--- config.mk ---
export PLATFORM = sky130hd
export DESIGN_NAME = mux_scan_ctrl_flat
export DESIGN_NICKNAME = d
export VERILOG_FILES = /design/src/rtl/mux_scan_ctrl_if.sv /design/src/rtl/mux_scan_ctrl.sv /design/src/flat_wrapper.sv
export SDC_FILE = /design/constraint.sdc
export NUM_CORES = 1
export LEC_CHECK = 0
export BUFFER_PORTS_ARGS = -buffer_cell sky130_fd_sc_hd__clkbuf_2
export CAP_MARGIN = 10
export CORE_UTILIZATION = 50
export CTS_BUF_LIST = sky130_fd_sc_hd__clkbuf_8
export CTS_CLUSTER_SIZE = 14
export DETAILED_ROUTE_END_ITERATION = 7
export PLACE_DENSITY = 0.74
export SLEW_MARGIN = 30
export SYNTH_ARGS = -nofsm -noshare
export SYNTH_HDL_FRONTEND = slang
export SYNTH_SLANG_ARGS = --single-unit
--- constraint.sdc ---
create_clock -name clk -period 2.63 [get_ports clk]
set_clock_uncertainty 0.1 [all_clocks]
set_input_delay 0.3945 -clock clk [delete_from_list [all_inputs] [get_ports clk]]
set_output_delay 0.3945 -clock clk [all_outputs]
set_load 0.1 [all_outputs]
--- src/rtl/mux_scan_ctrl_if.sv ---
// Handshake and data bundle between the scan controller and its driver/mux side.
// The master side issues start/ch_mask and returns the mux output; the slave side is the controller.
interface mux_scan_ctrl_if;
    logic       start;
    logic [3:0] ch_mask;
    logic       mux_y;
    logic [1:0] sel;
    logic       busy;
    logic       done;
    logic [3:0] result;

    modport master (
        output start,
        output ch_mask,
        output mux_y,
        input  sel,
        input  busy,
        input  done,
        input  result
    );

    modport slave (
        input  start,
        input  ch_mask,
        input  mux_y,
        output sel,
        output busy,
        output done,
        output result
    );
endinterface

--- src/rtl/mux_scan_ctrl.sv ---
// Scans the enabled channels of a 4:1 mux in ascending order, holding each for DWELL cycles
// and sampling the mux output at the end of every dwell into a 4-bit result word.
module mux_scan_ctrl #(
    parameter int unsigned DWELL = 2
) (
    input  logic            clk,
    input  logic            rst,
    mux_scan_ctrl_if.slave  bus
);

    localparam int unsigned CNT_W = (DWELL > 1) ? $clog2(DWELL) : 1;
    localparam logic [CNT_W-1:0] CNT_LAST = CNT_W'(DWELL - 1);

    typedef enum logic [1:0] {
        ST_IDLE  = 2'd0,
        ST_DWELL = 2'd1,
        ST_DONE  = 2'd2
    } state_t;

    // Returns {found, index} of the lowest set bit.
    function automatic logic [2:0] lowest_set(input logic [3:0] bits);
        logic [2:0] r;
        r = 3'b000;
        for (int i = 3; i >= 0; i--) begin
            r = bits[i] ? {1'b1, 2'(i)} : r;
        end
        return r;
    endfunction

    state_t           state_r;
    state_t           state_s;
    logic [3:0]       mask_r;
    logic [3:0]       mask_s;
    logic [1:0]       ch_r;
    logic [1:0]       ch_s;
    logic [CNT_W-1:0] cnt_r;
    logic [CNT_W-1:0] cnt_s;
    logic [3:0]       result_r;
    logic [3:0]       result_s;
    logic [1:0]       sel_r;
    logic [1:0]       sel_s;
    logic             busy_r;
    logic             busy_s;
    logic             done_r;
    logic             done_s;

    logic [2:0]       first_s;
    logic [2:0]       higher_s;
    logic             last_s;

    // Only channels strictly above the current one are candidates, so a scan never wraps.
    assign first_s  = lowest_set(bus.ch_mask);
    assign higher_s = lowest_set(mask_r & (4'b1110 << ch_r));
    assign last_s   = (cnt_r == CNT_LAST);

    // State register plus the registered outputs derived from the next state.
    always_ff @(posedge clk) begin
        if (rst) begin
            state_r <= ST_IDLE;
            sel_r   <= 2'd0;
            busy_r  <= 1'b0;
            done_r  <= 1'b0;
        end else begin
            state_r <= state_s;
            sel_r   <= sel_s;
            busy_r  <= busy_s;
            done_r  <= done_s;
        end
    end

    // Next-state logic.
    always_comb begin
        state_s = state_r;
        case (state_r)
            ST_IDLE: begin
                if (bus.start) begin
                    state_s = first_s[2] ? ST_DWELL : ST_DONE;
                end else begin
                    state_s = ST_IDLE;
                end
            end
            ST_DWELL: begin
                if (last_s && !higher_s[2]) begin
                    state_s = ST_DONE;
                end else begin
                    state_s = ST_DWELL;
                end
            end
            ST_DONE: begin
                state_s = ST_IDLE;
            end
            default: begin
                state_s = ST_IDLE;
            end
        endcase
    end

    // Datapath next values: mask capture, channel stepping, dwell count and sampling.
    always_comb begin
        mask_s   = mask_r;
        ch_s     = ch_r;
        cnt_s    = cnt_r;
        result_s = result_r;
        case (state_r)
            ST_IDLE: begin
                if (bus.start) begin
                    result_s = 4'b0000;
                    mask_s   = bus.ch_mask;
                    ch_s     = first_s[1:0];
                    cnt_s    = {CNT_W{1'b0}};
                end else begin
                    cnt_s    = cnt_r;
                end
            end
            ST_DWELL: begin
                if (last_s) begin
                    result_s[ch_r] = bus.mux_y;
                    cnt_s          = {CNT_W{1'b0}};
                    ch_s           = higher_s[2] ? higher_s[1:0] : ch_r;
                end else begin
                    cnt_s          = cnt_r + CNT_W'(1);
                end
            end
            default: begin
                cnt_s = cnt_r;
            end
        endcase
    end

    // Output values for the next cycle, computed from the next state.
    always_comb begin
        busy_s = 1'b0;
        done_s = 1'b0;
        sel_s  = 2'd0;
        if (state_s == ST_DWELL) begin
            busy_s = 1'b1;
            sel_s  = ch_s;
        end else begin
            busy_s = 1'b0;
            sel_s  = 2'd0;
        end
        if (state_s == ST_DONE) begin
            done_s = 1'b1;
        end else begin
            done_s = 1'b0;
        end
    end

    // Datapath registers.
    always_ff @(posedge clk) begin
        if (rst) begin
            mask_r   <= 4'b0000;
            ch_r     <= 2'd0;
            cnt_r    <= {CNT_W{1'b0}};
            result_r <= 4'b0000;
        end else begin
            mask_r   <= mask_s;
            ch_r     <= ch_s;
            cnt_r    <= cnt_s;
            result_r <= result_s;
        end
    end

    assign bus.sel    = sel_r;
    assign bus.busy   = busy_r;
    assign bus.done   = done_r;
    assign bus.result = result_r;

endmodule

--- src/flat_wrapper.sv ---
// flat-port wrapper written by rule: the top's interface ports become plain ports
module mux_scan_ctrl_flat 
#(
    parameter int unsigned DWELL = 2
)
  (clk, rst, bus_start, bus_ch_mask, bus_mux_y, bus_sel, bus_busy, bus_done, bus_result);
  mux_scan_ctrl_if bus_i ();
  input  logic clk;
  input  logic rst;
  input wire logic [$bits(bus_i.start)-1:0] bus_start;
  input wire logic [$bits(bus_i.ch_mask)-1:0] bus_ch_mask;
  input wire logic [$bits(bus_i.mux_y)-1:0] bus_mux_y;
  output wire logic [$bits(bus_i.sel)-1:0] bus_sel;
  output wire logic [$bits(bus_i.busy)-1:0] bus_busy;
  output wire logic [$bits(bus_i.done)-1:0] bus_done;
  output wire logic [$bits(bus_i.result)-1:0] bus_result;
  assign bus_i.start = bus_start;
  assign bus_i.ch_mask = bus_ch_mask;
  assign bus_i.mux_y = bus_mux_y;
  assign bus_sel = bus_i.sel;
  assign bus_busy = bus_i.busy;
  assign bus_done = bus_i.done;
  assign bus_result = bus_i.result;
  mux_scan_ctrl #(.DWELL(DWELL)) u_core (.clk(clk), .rst(rst), .bus(bus_i));
endmodule
## Word level (Yosys, flattened, before mapping)

Cells that the tools add are included.

| storage, ports and cells | value |
|---|---|
| word-level logic and storage cells | 55 |
| input port bits | 8 |
| output and inout port bits | 8 |
| flip-flop bits (word level) | 17 |

| cells by class | value |
|---|---|
| add/sub/neg operators | 1 |
| mux-type cells | 27 |
| shifts and indexed selects | 1 |
| order comparisons | 2 |
| bitwise logic cells | 2 |
| reduce and logical (&&, ||, !) cells | 9 |
| equality and inequality tests | 5 |

Operator list:

| kind | number |
|---|---|
| $mux 3 | 8 |
| $mux 2 | 6 |
| $mux 4 | 2 |
| $pmux 2 s2 | 2 |
| $pmux 4 s2 | 1 |
| $mux 1 | 5 |
| $and 4x4->4 | 1 |
| $bwmux 4 | 1 |
| $eq 2x1->1 const B | 2 |
| $reduce_and 2->1 | 2 |
| $shl 4x2->4 const A | 1 |
| $lt 2x3->1 const B | 1 |
| $reduce_and 3->1 | 1 |
| $demux 1 s2 | 1 |
| $eq 2x2->1 const B | 1 |
| $ge 2x1->1 const B | 1 |
| $logic_and 1x1->1 | 2 |
| $logic_not 2->1 | 1 |
| $ne 2x1->1 const B | 1 |
| $ne 2x2->1 const B | 1 |
| $pmux 1 s2 | 1 |
| $reduce_bool 2->1 | 1 |
| $reduce_or 2->1 | 1 |
| $add 1x1->1 const B | 1 |
| other kinds (2) | 2 |

## Longest topological paths before layout

Gate-level depths: netlist of run 1.

| depth | value |
|---|---|
| depth after elaboration | 13 |
| depth in mapped cells | 5 |
| depth with buffers taken out | 4 |

## Least setup slack after synthesis of run 1

Ideal clock, no wire load.

| timing path | value |
|---|---|
| path type | reg-to-reg |
| start | register u_core.result_r[1], in the netlist u_core.bus.result[1] |
| end | register u_core.result_r[1], in the netlist u_core.bus.result[1] |
| cell stages (with the launch flop) | 4 |
| buffers on the path | 0 |
| slack | 1.106 ns |
| library setup time | 0.065 ns |
| clock period less this slack | 1.524 ns |
| arrival | 1.358 ns |
| data required time | 2.465 ns |
| cells stage by stage | dfxtp_1 > nand2_1 > mux2_2 > nor2_1 |

| on the way | value |
|---|---|
| longest elaborated chain between the ends | 3 |

RTL lines:

| element | line | RTL |
|---|---|---|
| start: declaration | mux_scan_ctrl.sv:38 | `logic [3:0] result_r;` |
| start signal: assignment | mux_scan_ctrl.sv:160 | `result_r <= result_s;` |
| $bwmux 4 | mux_scan_ctrl.sv:117 | `result_s[ch_r] = bus.mux_y;` |
| $mux 4 | mux_scan_ctrl.sv:116 | `if (last_s) begin` |
| $pmux 4 s2 | mux_scan_ctrl.sv:104 | `case (state_r)` |

Every way passes these cells. The select of a mux whose other input is x is not followed.
A chain may end at the register's enable or synchronous reset.

## Final worst setup path of run 1

| timing path | value |
|---|---|
| start | register u_core.state_r[1] |
| end | register u_core.ch_r[0] |

| on the way | value |
|---|---|
| longest elaborated chain between the ends | 2 |
| elaborated cells between the ends (all ways) | 3 |
| classes of those cells | eq/ne: 1; mux: 1; reduce/logical: 1 |

RTL lines:

| element | line | RTL |
|---|---|---|
| start: declaration | mux_scan_ctrl.sv:30 | `state_t state_r;` |
| start signal: assignment | mux_scan_ctrl.sv:64 | `state_r <= state_s;` |
| $eq 2x1->1 or $logic_not 2->1 (tied branches) | mux_scan_ctrl.sv:104 |  |
| $pmux 2 s2 * | mux_scan_ctrl.sv:104 |  |
| end signal: assignment | mux_scan_ctrl.sv:158 | `ch_r <= ch_s;` |
| end: declaration | mux_scan_ctrl.sv:34 | `logic [1:0] ch_r;` |

Mark *: on every way between the ends. The rest lies on a longest branch, timed or not.

==> results by group, run 1 <==
Outcome
  • Status: complete, no violations

Global routing
  • Maximum number of pins on one net before global-route repair: 12
  • Gr usage total: roughly 22%
  • Total gr overflow: 0
  • First-pass GRT wire length: around 2400 um
  • Vias in the first global route: ~580
  • Number of antenna violations at the first check in global routing: 0

Synthesis
  • Register area share after synthesis: roughly 42%
  • Post-Syn Nets: 96
  • Post-synthesis sequential element count: 16
  • Post-Syn Instances: 88
  • Yosys cell types: 30
  • Yosys warnings: 0
  • Syn_area_per_cell: roughly 8.7 sq um
  • Netlist Area Pre-Place: 762 sq um

Drt
  • Metal1 wirelength: 736 um
  • WL per Instance: 12.9 um
  • Top layer in use: met4
  • Routed vias: between 600 and 700
  • Antenna-violating nets left: 0
  • Final wirelength: between 1500 and 2000 um
  • Drt first pass iters: 4
  • DR vias/cell: ~5.6
  • Met2 wire len: 719 um
  • Number of DRC markers in iteration 0: 22
  • Wire length on met3: slightly above 70 um
  • DR DRC count: 0

Clock tree
  • H-tree depth: 1
  • CTS resizes: 0
  • Hold_buf cts: 0
  • CTS tree: yes
  • Root Buffer: clkbuf_8
  • Maximum buffer depth of the clock tree: 2
  • Worst skew pair latency: 240 ps
  • Clock Pin Slew Worst Setup and Hold Paths: around 60 ps
  • Post-CTS Setup Repair Bufs: 0
  • Clk sinks: 16
  • Total CTS buffers: 3

Die
  • DIE WIDTH: approximately 41 um
  • Num ports: 16
  • Core area: roughly 0.0014 sq mm
  • Die area: 0.00168 sq mm
  • Chip Height: 41.0 um
  • Initial Utilization: a little under three fifths
  • Row count: 13

Placed design
  • Global placer's final weighted congestion: a little under 0.9
  • I/O Buffers: 15
  • Inst Count DP: roughly 120
  • Detail Placement HPWL: around 1100 um
  • Placed cell areas: ~840 sq um
  • Pre-CTS setup slack: around 900 ps

STA
  • Slew at the pin with the worst max-slew slack: 738 ps
  • Peak Freq: around 0.57 GHz
  • Final Max Tran Viols: 0
  • Worst Setup Slack, final: 883 ps
  • Hold slack: ~310 ps
  • Slew headroom: 50.7%
  • Period utilization: 66.4%
  • Final hold viol count: 0
  • Number of setup violations in the final report: 0
  • Post-route minimum period: around 1700 ps
  • Setup tns final: 0 ps
  • RSZ-0062 raised after global routing: false

Finish
  • Most common cell after layout, fill and taps aside: dfxtp_1
  • Area growth syn-to-layout: 16.9%
  • Design area: between 800 and 900 sq um
  • Final Util: between 60% and 70%
  • Fin cells: 119
  • Nets@finish: ~110
  • Register Area: between 300 and 400 sq um
  • Layout cell share with drive strength beyond 1: between 20 and 25%
  • Commonest cells after routing, fill and taps aside: dfxtp_1 (16), clkbuf_2 (15), nor2_1 (11)
  • Footprint of the multi-input gates: between 400 and 500 sq um
  • Antenna Cells: 0
  • FILL cells: 120

Flow run
  • Max-cap violations: 0

Setup path
  • RR Startpoint: u_core.state_r[1]$_SDFF_PP0_
  • Crit Path Max Fanout: 11
  • CP startpoint kind: register
  • R2r setup slk: between 800 and 900 ps
  • CP Capture Type: register
  • R2r worst-path depth: 4
  • CP required: between 2000 and 3000 ps
  • Reg-to-reg endpoint: u_core.ch_r[0]$_SDFF_PP0_
  • CP Class: register to register
  • CP arrival: approximately 1800 ps

Power and ir drop
  • Lkg Pwr: 0.362 nW
  • Pwr per Cell Area: about 720 mW/mm^2
  • Total Power: ~0.64 mW
  • Worst VDD drop: 0.290 mV

Min path
  • Worst hold path type: primary input to register
  • Worst Min Path Start: bus_ch_mask[2]
  • Hold Crit Depth: 3
  • Hold Crit Endpoint: u_core.mask_r[2]$_SDFFE_PP0P_
Yosys cell counts:
| cell type | number | share of area (%) |
|---|---|---|
| nor4_1 | 2 | 1.6 |
| a211oi_1 | 2 | 2.0 |
| nor4b_1 | 1 | 1.1 |
| nor2b_1 | 4 | 3.3 |
| nand3b_1 | 1 | 0.99 |
| inv_1 | 5 | 2.5 |
| nor3b_1 | 3 | 3.0 |
| or3b_1 | 1 | 1.1 |
| a221oi_1 | 2 | 2.3 |
| and2_1 | 3 | 2.5 |
| nand2b_1 | 2 | 1.6 |
| buf_6 | 1 | 1.5 |
| o22ai_1 | 1 | 0.82 |
| nor3_2 | 1 | 1.3 |
| o22ai_2 | 1 | 1.6 |
| nand2_1 | 10 | 4.9 |
| a2111oi_0 | 1 | 1.1 |
| a2111oi_2 | 1 | 2.0 |
| a211oi_2 | 1 | 1.6 |
| o21ai_0 | 1 | 0.66 |
| a21oi_1 | 3 | 2.0 |
| dfxtp_1 | 16 | 42 |
| o21ai_1 | 1 | 0.66 |
| nor3_1 | 5 | 3.3 |
| buf_2 | 1 | 0.66 |
| nor2_1 | 11 | 5.4 |
| mux2i_1 | 3 | 3.9 |
| mux2_2 | 2 | 3.0 |
| clkbuf_1 | 1 | 0.49 |
| o21bai_1 | 1 | 0.99 |
where the power goes:
part	internal, mW	total [mW]	switching, mW
registers	0.261	0.282	0.0206
clock network	0.133	0.214	0.0815
logic	0.0442	0.149	0.104
cell type report:
type                    instances  share of cell area [%]
flip-flops and latches         16                    36.0
inverters                       5                    2.11
repair buffers                 15                    8.43
clock buffers                   4                    6.18
well taps                      15                    2.11
multi-input cells              64                    45.2
logic make-up (layout without fill, tap and decap cells):
logic type / Yosys count / after routing / synth area share [%]
simple gates: 44 / 44 / 30.2
buf+inv: 8 / 24 / 5.09
flops: 16 / 16 / 42.0
mux: 5 / 5 / 6.90
compound gates: 15 / 15 / 15.8
how the worst max path moves through the flow:
stage                     slack [ps]                                end  depth (start not counted)                              start
after floorplan                 1110  u_core.bus.result[1]$_SDFFE_PP0P_                          3  u_core.bus.result[1]$_SDFFE_PP0P_
after global placement           910       u_core.bus.sel[1]$_SDFF_PP0_                          5                     bus_ch_mask[2]
after detailed placement         910          u_core.ch_r[0]$_SDFF_PP0_                          5                          bus_start
after CTS                        910          u_core.ch_r[0]$_SDFF_PP0_                          4       u_core.state_r[1]$_SDFF_PP0_
after global routing             750         u_core.bus.done$_SDFF_PP0_                          4       u_core.state_r[1]$_SDFF_PP0_
final                            880          u_core.ch_r[0]$_SDFF_PP0_                          4       u_core.state_r[1]$_SDFF_PP0_
critical path, cell delays in order, from the launching register on:
cell       delay [ps]
dfxtp_1           540
or3b_1            360
a211oi_2           90
a2111oi_2         440
nor3_2             80
flip-flops by register name, indices dropped and copies added, names as in the netlist:
signal and cells:
u_core.bus.busy 1, u_core.bus.done 1, u_core.bus.result 4, u_core.bus.sel 2, u_core.ch_r 2, u_core.cnt_r 1, u_core.mask_r 3, u_core.state_r 2
routing by layer:
metal / up-vias / track usage [%]
li1: 342 / -
met3: 2 / 7.61
met1: 299 / 27.0
met5: - / 0
met4: 0 / 8.33
met2: 23 / 35.9
Note: power is estimated with default switching activity, not from simulation.
==> inputs of run 2 (changes only) <==
--- a/config.mk
+++ b/config.mk
@@ -5,13 +5,14 @@
 export SDC_FILE = /design/constraint.sdc
 export NUM_CORES = 1
 export LEC_CHECK = 0
+export ABC_AREA = 1
 export BUFFER_PORTS_ARGS = -buffer_cell sky130_fd_sc_hd__clkbuf_2
 export CAP_MARGIN = 10
-export CORE_UTILIZATION = 50
+export CORE_UTILIZATION = 49
 export CTS_BUF_LIST = sky130_fd_sc_hd__clkbuf_8
 export CTS_CLUSTER_SIZE = 14
 export DETAILED_ROUTE_END_ITERATION = 7
-export PLACE_DENSITY = 0.74
+export PLACE_DENSITY = 0.75
 export SLEW_MARGIN = 30
 export SYNTH_ARGS = -nofsm -noshare
 export SYNTH_HDL_FRONTEND = slang
==> constraint.sdc (replaced) <==
create_clock -name clk -period 1.6 [get_ports clk]
set_clock_uncertainty 0.1 [all_clocks]
set_input_delay 0.24 -clock clk [delete_from_list [all_inputs] [get_ports clk]]
set_output_delay 0.24 -clock clk [all_outputs]
set_load 0.1 [all_outputs]
==> results by group, run 2 <==
Outcome
  • Status: complete, no violations (unchanged)

Global routing
  • Total gr overflow: 0 (unchanged)
  • Number of antenna violations at the first check in global routing: 0 (unchanged)
  • Vias in the first global route: 702 (was 582)
  • Gr usage total: 22.4% (was 22.3%)
  • Maximum number of pins on one net before global-route repair: 10 (was 12)
  • First-pass GRT wire length: 2900 um (was 2370 um)

Finish
  • Antenna Cells: 0 (unchanged)
  • Area growth syn-to-layout: 19.2% (was 16.9%)
  • Final Util: 66.8% (was 65.2%)
  • Most common cell after layout, fill and taps aside: nand2_1 (was dfxtp_1)
  • Largest register FFs: 4 (unchanged)
  • Fin cells: 143 (was 119)
  • Commonest cells after routing, fill and taps aside: nand2_1 (21), nor2_1 (18), dfxtp_1 (16) (was dfxtp_1 (16), clkbuf_2 (15), nor2_1 (11))
  • FILL cells: 131 (was 120)
  • Layout cell share with drive strength beyond 1: 24.2% (was 24.0%)
  • Nets@finish: 137 (was 113)

Clock tree
  • Maximum buffer depth of the clock tree: 2 (unchanged)
  • Root Buffer: clkbuf_8 (unchanged)
  • CTS resizes: 0 (unchanged)
  • CTS tree: yes (unchanged)
  • Hold_buf cts: 0 (unchanged)
  • Clock Pin Slew Worst Setup and Hold Paths: 60 ps (about the same)
  • Post-CTS Setup Repair Bufs: 0 (unchanged)
  • H-tree depth: 1 (unchanged)
  • Clk sinks: 16 (unchanged)
  • Worst skew pair latency: 250 ps (was 240 ps)
  • Total CTS buffers: 3 (unchanged)

Setup path
  • CP required: 1690 ps (was 2650 ps)
  • Crit path cell chain: nor2_1, nand2_1, nand3_1, nand2_1, nand3_2, nand3_2, nor2_1 (was or3b_1, a211oi_2, a2111oi_2, nor3_2)
  • CP startpoint kind: register (unchanged)
  • Slowest CP cell: dfxtp_1 (unchanged)
  • CP endpoint: u_core.bus.sel[0]$_SDFF_PP0_ (was u_core.ch_r[0]$_SDFF_PP0_)
  • R2r worst-path depth: 7 (was 4)
  • Reg-to-reg endpoint: u_core.bus.sel[0]$_SDFF_PP0_ (was u_core.ch_r[0]$_SDFF_PP0_)
  • CP Class: register to register (unchanged)
  • Crit Path Max Fanout: 5 (was 11)
  • R2r setup slk: 210 ps (was 880 ps)
  • Crit path launch: u_core.ch_r[1]$_SDFF_PP0_ (was u_core.state_r[1]$_SDFF_PP0_)
  • CP Capture Type: register (unchanged)
  • RR Startpoint: u_core.ch_r[1]$_SDFF_PP0_ (was u_core.state_r[1]$_SDFF_PP0_)
  • Crit-path max cell delay: 350 ps (was 540 ps)
  • CP arrival: 1480 ps (was 1770 ps)

Synthesis
  • Asr flop ratio synth: 0% (unchanged)
  • Synth top area cells: dfxtp_1 (41%), nand2_1 (10%), nor2_1 (8.7%) (was dfxtp_1 (42%), nor2_1 (5.4%), nand2_1 (4.9%))
  • Post-synthesis sequential element count: 16 (unchanged)
  • Top-area cell type share of the netlist area: 41.4% (was 42.0%)
  • Synth top cells by count: nand2_1 (21), nor2_1 (18), dfxtp_1 (16) (was dfxtp_1 (16), nor2_1 (11), nand2_1 (10))
  • Post-Syn Nets: 117 (was 96)
  • Yosys warnings: 0 (unchanged)
  • Netlist Area Pre-Place: 774 sq um (was 762 sq um)
  • Predominant post-synthesis flop cell: dfxtp_1 (unchanged)
  • Yosys cell types: 21 (was 30)
  • Count leader, synth: nand2_1 (was dfxtp_1)
  • Post-Syn Instances: 109 (was 88)
  • Post-synth EDFFs: 0 (unchanged)
  • Syn_area_per_cell: 7.11 sq um (was 8.66 sq um)
  • Register area share after synthesis: 41.4% (was 42.0%)
  • Yosys top cell by area: dfxtp_1 (unchanged)

STA
  • Final Max Tran Viols: 0 (unchanged)
  • Setup tns final: 0 ps (unchanged)
  • Slew at the pin with the worst max-slew slack: 544 ps (was 738 ps)
  • Post-route minimum period: 1390 ps (was 1750 ps)
  • Peak Freq: 0.720 GHz (was 0.572 GHz)
  • RSZ-0062 raised after global routing: false (unchanged)
  • Final hold viol count: 0 (unchanged)
  • Period utilization: 86.8% (was 66.4%)
  • Slew headroom: 63.9% (was 50.7%)
  • Number of setup violations in the final report: 0 (unchanged)

Die
  • Initial Utilization: 56.0% (was 55.8%)
  • Chip Height: 41.8 um (was 41.0 um)
  • Row count: 13 (unchanged)
  • DIE WIDTH: 41.8 um (was 41.0 um)
  • Num ports: 16 (unchanged)
  • Die area: 0.00174 sq mm (was 0.00168 sq mm)
  • Core area: 0.00138 sq mm (was 0.00137 sq mm)

Power and ir drop
  • Total Power: 1.12 mW (was 0.644 mW)
  • Pwr per Cell Area: 1210 mW/mm^2 (was 723 mW/mm^2)
  • Lkg Pwr: 0.451 nW (was 0.362 nW)
  • Worst VDD drop: 0.941 mV (was 0.290 mV)

Placed design
  • Detail Placement HPWL: 1280 um (was 1130 um)
  • Global placer's final weighted congestion: 0.893 (was 0.894)
  • I/O Buffers: 15 (unchanged)
  • Inst Count DP: 139 (was 115)

Drt
  • DR DRC count: 0 (unchanged)
  • Final wirelength: 1720 um (was 1530 um)
  • Number of DRC markers in iteration 0: 23 (was 22)
  • WL per Instance: 12.0 um (was 12.9 um)
  • Routed vias: 754 (was 666)
  • Drt first pass iters: 4 (unchanged)
  • DR vias/cell: 5.27 (was 5.60)
  • Antenna-violating nets left: 0 (unchanged)

Flow run
  • Max-cap violations: 0 (unchanged)

Min path
  • Worst hold path type: primary input to register (unchanged)
run 2: logic make-up (layout without fill, tap and decap cells):
kind of cell / after synthesis / after routing / synth area share, %
simple gates: 60 / 60 / 37.5
compound gates: 18 / 18 / 13.2
flops: 16 / 16 / 41.4
buf+inv: 15 / 34 / 7.92
run 2: per-layer routing:
layer	up-vias	share of wire, %	GRT usage (%)
met3	9	6.2	4.78
met4	0	4.2	16.8
met2	35	44	35.6
li1	392	-	-
met5	-	0	0
met1	318	46	25.9
run 2: worst max-delay path: cells and delay by family, from the launching register on:
family	cells	cell delay (ps)
AND/OR/NAND/NOR	7	880
flip-flops	1	350
run 2: worst min path at each step:
| stage | startpoint | end | slack [ps] | depth (start not counted) |
|---|---|---|---|---|
| 6_report | bus_ch_mask[2] | u_core.mask_r[2]$_SDFFE_PP0P_ | 140 | 3 |
| 5_1_grt | bus_ch_mask[2] | u_core.mask_r[2]$_SDFFE_PP0P_ | 160 | 3 |
| 4_1_cts | bus_ch_mask[2] | u_core.mask_r[2]$_SDFFE_PP0P_ | 140 | 3 |
| 3_5_place_dp | u_core.bus.result[1]$_SDFFE_PP0P_ | u_core.bus.result[1]$_SDFFE_PP0P_ | 350 | 2 |
| 3_3_place_gp | u_core.bus.result[1]$_SDFFE_PP0P_ | u_core.bus.result[1]$_SDFFE_PP0P_ | 350 | 2 |
| 2_1_floorplan | rst | u_core.bus.result[1]$_SDFFE_PP0P_ | 210 | 1 |
run 2: metrics by stage:
step | area (sq um) | worst slack (ps) | hold WS [ps]
final | 923 | 211 | 145
after global routing | 923 | 69.7 | 158
after CTS | 923 | 214 | 141
after detailed placement | 868 | 249 | 354
after global placement | 868 | 266 | 354
after floorplan | 774 | 203 | 209
run 2: final cells by class:
type	instances	area, sq um	area share, %
Sequential cell	16	320	34.7
Tap cell	15	18.8	2.03
Timing Repair Buffer	15	75.1	8.13
Clock buffer	4	55.1	5.96
Multi-Input combinational cell	78	393	42.5
Inverter	15	61.3	6.64
run 2: report_power, final:
part / switching, mW / total (mW) / internal (mW)
Clock: 0.141 / 0.359 / 0.218
Sequential: 0.0223 / 0.453 / 0.431
Combinational: 0.232 / 0.309 / 0.0768
==> inputs of run 3 (changes only) <==
--- a/config.mk
+++ b/config.mk
@@ -8,11 +8,10 @@
 export ABC_AREA = 1
 export BUFFER_PORTS_ARGS = -buffer_cell sky130_fd_sc_hd__clkbuf_2
 export CAP_MARGIN = 10
-export CORE_UTILIZATION = 49
-export CTS_BUF_LIST = sky130_fd_sc_hd__clkbuf_8
+export CORE_UTILIZATION = 46
 export CTS_CLUSTER_SIZE = 14
 export DETAILED_ROUTE_END_ITERATION = 7
-export PLACE_DENSITY = 0.75
+export PLACE_DENSITY = 0.72
 export SLEW_MARGIN = 30
 export SYNTH_ARGS = -nofsm -noshare
 export SYNTH_HDL_FRONTEND = slang
==> results by group, run 3 (synthesis results as in run 2) <==
Power and ir drop
  • Total Power: 0.967 mW (was 1.12 mW)
  • Lkg Pwr: 0.436 nW (was 0.451 nW)
  • Comb pwr share: 31.8% (was 27.6%)
  • Sw power: 0.372 mW (was 0.395 mW)
  • Clock Power Share: 21.3% (was 32.0%)
  • Pwr per Cell Area: 1080 mW/mm^2 (was 1210 mW/mm^2)
  • Switching Fraction: 38.5% (was 35.2%)
  • Seq pwr share: 46.9% (was 40.4%)
  • Worst VDD drop: 0.593 mV (was 0.941 mV)
  • Cell internal pwr: 0.595 mW (was 0.726 mW)

STA
  • Slew headroom: 64.1% (was 63.9%)
  • RSZ-0062 raised after global routing: false (unchanged)
  • Final hold viol count: 0 (unchanged)
  • Peak Freq: 0.702 GHz (was 0.720 GHz)
  • Period utilization: 89.0% (was 86.8%)
  • Post-route minimum period: 1420 ps (was 1390 ps)
  • Setup tns final: 0 ps (unchanged)
  • Slew at the pin with the worst max-slew slack: 540 ps (was 544 ps)
  • Number of setup violations in the final report: 0 (unchanged)
  • Final Max Tran Viols: 0 (unchanged)

Finish
  • Area growth syn-to-layout: 15.2% (was 19.2%)
  • Layout cell share with drive strength beyond 1: 23.6% (was 24.2%)
  • Largest register FFs: 4 (unchanged)
  • Commonest cells after routing, fill and taps aside: nand2_1 (21), nor2_1 (18), dfxtp_1 (16) (unchanged)
  • Most common cell after layout, fill and taps aside: nand2_1 (unchanged)
  • Nets@finish: 137 (unchanged)
  • Antenna Cells: 0 (unchanged)
  • Fin cells: 143 (unchanged)

Setup path
  • CP Capture Type: output pin (was register)
  • Crit Path Max Fanout: 2 (was 5)
  • Slowest CP cell: clkbuf_2 (was dfxtp_1)
  • CP required: 1260 ps (was 1690 ps)
  • Bufs and invs on worst path: 1 (was 0)
  • Delay-heaviest family, CP: buffers and inverters (was simple AND/OR/NAND/NOR gates)
  • CP Class: register to output pin (was register to register)
  • Crit-path max cell delay: 460 ps (was 350 ps)
  • Crit path cell chain: clkbuf_2 (was nor2_1, nand2_1, nand3_1, nand2_1, nand3_2, nand3_2, nor2_1)
  • CP arrival: 1080 ps (was 1480 ps)
  • CP startpoint kind: register (unchanged)

Drt
  • Routed vias: 780 (was 754)
  • Antenna-violating nets left: 0 (unchanged)
  • Number of DRC markers in iteration 0: 53 (was 23)
  • Final wirelength: 1720 um (unchanged)
  • Drt first pass iters: 4 (unchanged)
  • WL per Instance: 12.0 um (unchanged)
  • DR DRC count: 0 (unchanged)
  • DR vias/cell: 5.45 (was 5.27)

Clock tree
  • Worst skew pair latency: 280 ps (was 250 ps)
  • Maximum buffer depth of the clock tree: 2 (unchanged)
  • Clk sinks: 16 (unchanged)
  • CTS resizes: 0 (unchanged)
  • Hold_buf cts: 0 (unchanged)
  • CTS tree: yes (unchanged)
  • H-tree depth: 1 (unchanged)
  • Root Buffer: clkbuf_4 (was clkbuf_8)
  • Total CTS buffers: 3 (unchanged)
  • Clock Pin Slew Worst Setup and Hold Paths: 90 ps (was 60 ps)
  • Post-CTS Setup Repair Bufs: 0 (unchanged)

Placed design
  • Inst Count DP: 140 (was 139)
  • Detail Placement HPWL: 1300 um (was 1280 um)
  • Global placer's final weighted congestion: 0.947 (was 0.893)
  • I/O Buffers: 15 (unchanged)

Die
  • Num ports: 16 (unchanged)
  • DIE WIDTH: 43.0 um (was 41.8 um)
  • Row count: 14 (was 13)
  • Initial Utilization: 50.2% (was 56.0%)
  • Chip Height: 43.0 um (was 41.8 um)
  • Core area: 0.00154 sq mm (was 0.00138 sq mm)
  • Die area: 0.00185 sq mm (was 0.00174 sq mm)

Global routing
  • First-pass GRT wire length: 2870 um (was 2900 um)
  • Maximum number of pins on one net before global-route repair: 9 (was 10)
  • Total gr overflow: 0 (unchanged)
  • Gr usage total: 20.7% (was 22.4%)
  • Number of antenna violations at the first check in global routing: 0 (unchanged)
  • Vias in the first global route: 661 (was 702)

Outcome
  • Status: complete, no violations (unchanged)

Min path
  • Worst hold path type: primary input to register (unchanged)

Flow run
  • Max-cap violations: 0 (unchanged)
## run 3: final timing paths
kind | from | endpoint | slack (ps) | cells after the start
max | u_core.bus.result[3]$_SDFFE_PP0P_ | bus_result[3] | 180 | 1
min | bus_ch_mask[2] | u_core.mask_r[2]$_SDFFE_PP0P_ | 120 | 3
max reg2reg | u_core.state_r[1]$_SDFF_PP0_ | u_core.ch_r[1]$_SDFF_PP0_ | 210 | 9
min reg2reg | u_core.bus.result[1]$_SDFFE_PP0P_ | u_core.bus.result[1]$_SDFFE_PP0P_ | 370 | 2
## run 3: cell type report
| cell class | instances | area [sq um] |
|---|---|---|
| inverters | 15 | 61.3 |
| repair buffers | 15 | 75.1 |
| well taps | 16 | 20.0 |
| clock buffers | 3 | 22.5 |
| fillers | 146 | 649 |
| flip-flops and latches | 16 | 320 |
| multi-input cells | 78 | 393 |
## run 3: stage by stage
step / utilization [%] / hold WS, ps / area (sq um) / setup WS (ps)
after floorplan: - / 209 / 774 / 203
after global placement: 56.4 / 357 / 870 / 251
after detailed placement: 56.4 / 356 / 870 / 242
after CTS: 57.9 / 116 / 892 / 173
after global routing: 57.9 / 125 / 892 / 67.8
final: 57.9 / 118 / 892 / 176
## run 3: layer usage
metal | vias up | wire length (um) | share of wire, % | GRT usage [%]
met5 | - | 0 | 0 | 0
met2 | 38 | 762 | 44 | 30.6
li1 | 391 | - | - | -
met4 | 0 | 72 | 4.2 | 11.5
met1 | 339 | 789 | 46 | 28.4
met3 | 12 | 97 | 5.6 | 3.40
## run 3: power by group through the flow
| stage | combinational [mW] | clock [mW] | sequential (mW) |
|---|---|---|---|
| detailed placement | 0.303 | 0 | 0.463 |
| finish | 0.307 | 0.206 | 0.454 |
| global placement | 0.301 | 0 | 0.461 |
| floorplan | 0.155 | 0 | 0.548 |
| global route | 0.337 | 0.231 | 0.458 |
| CTS | 0.306 | 0.205 | 0.453 |
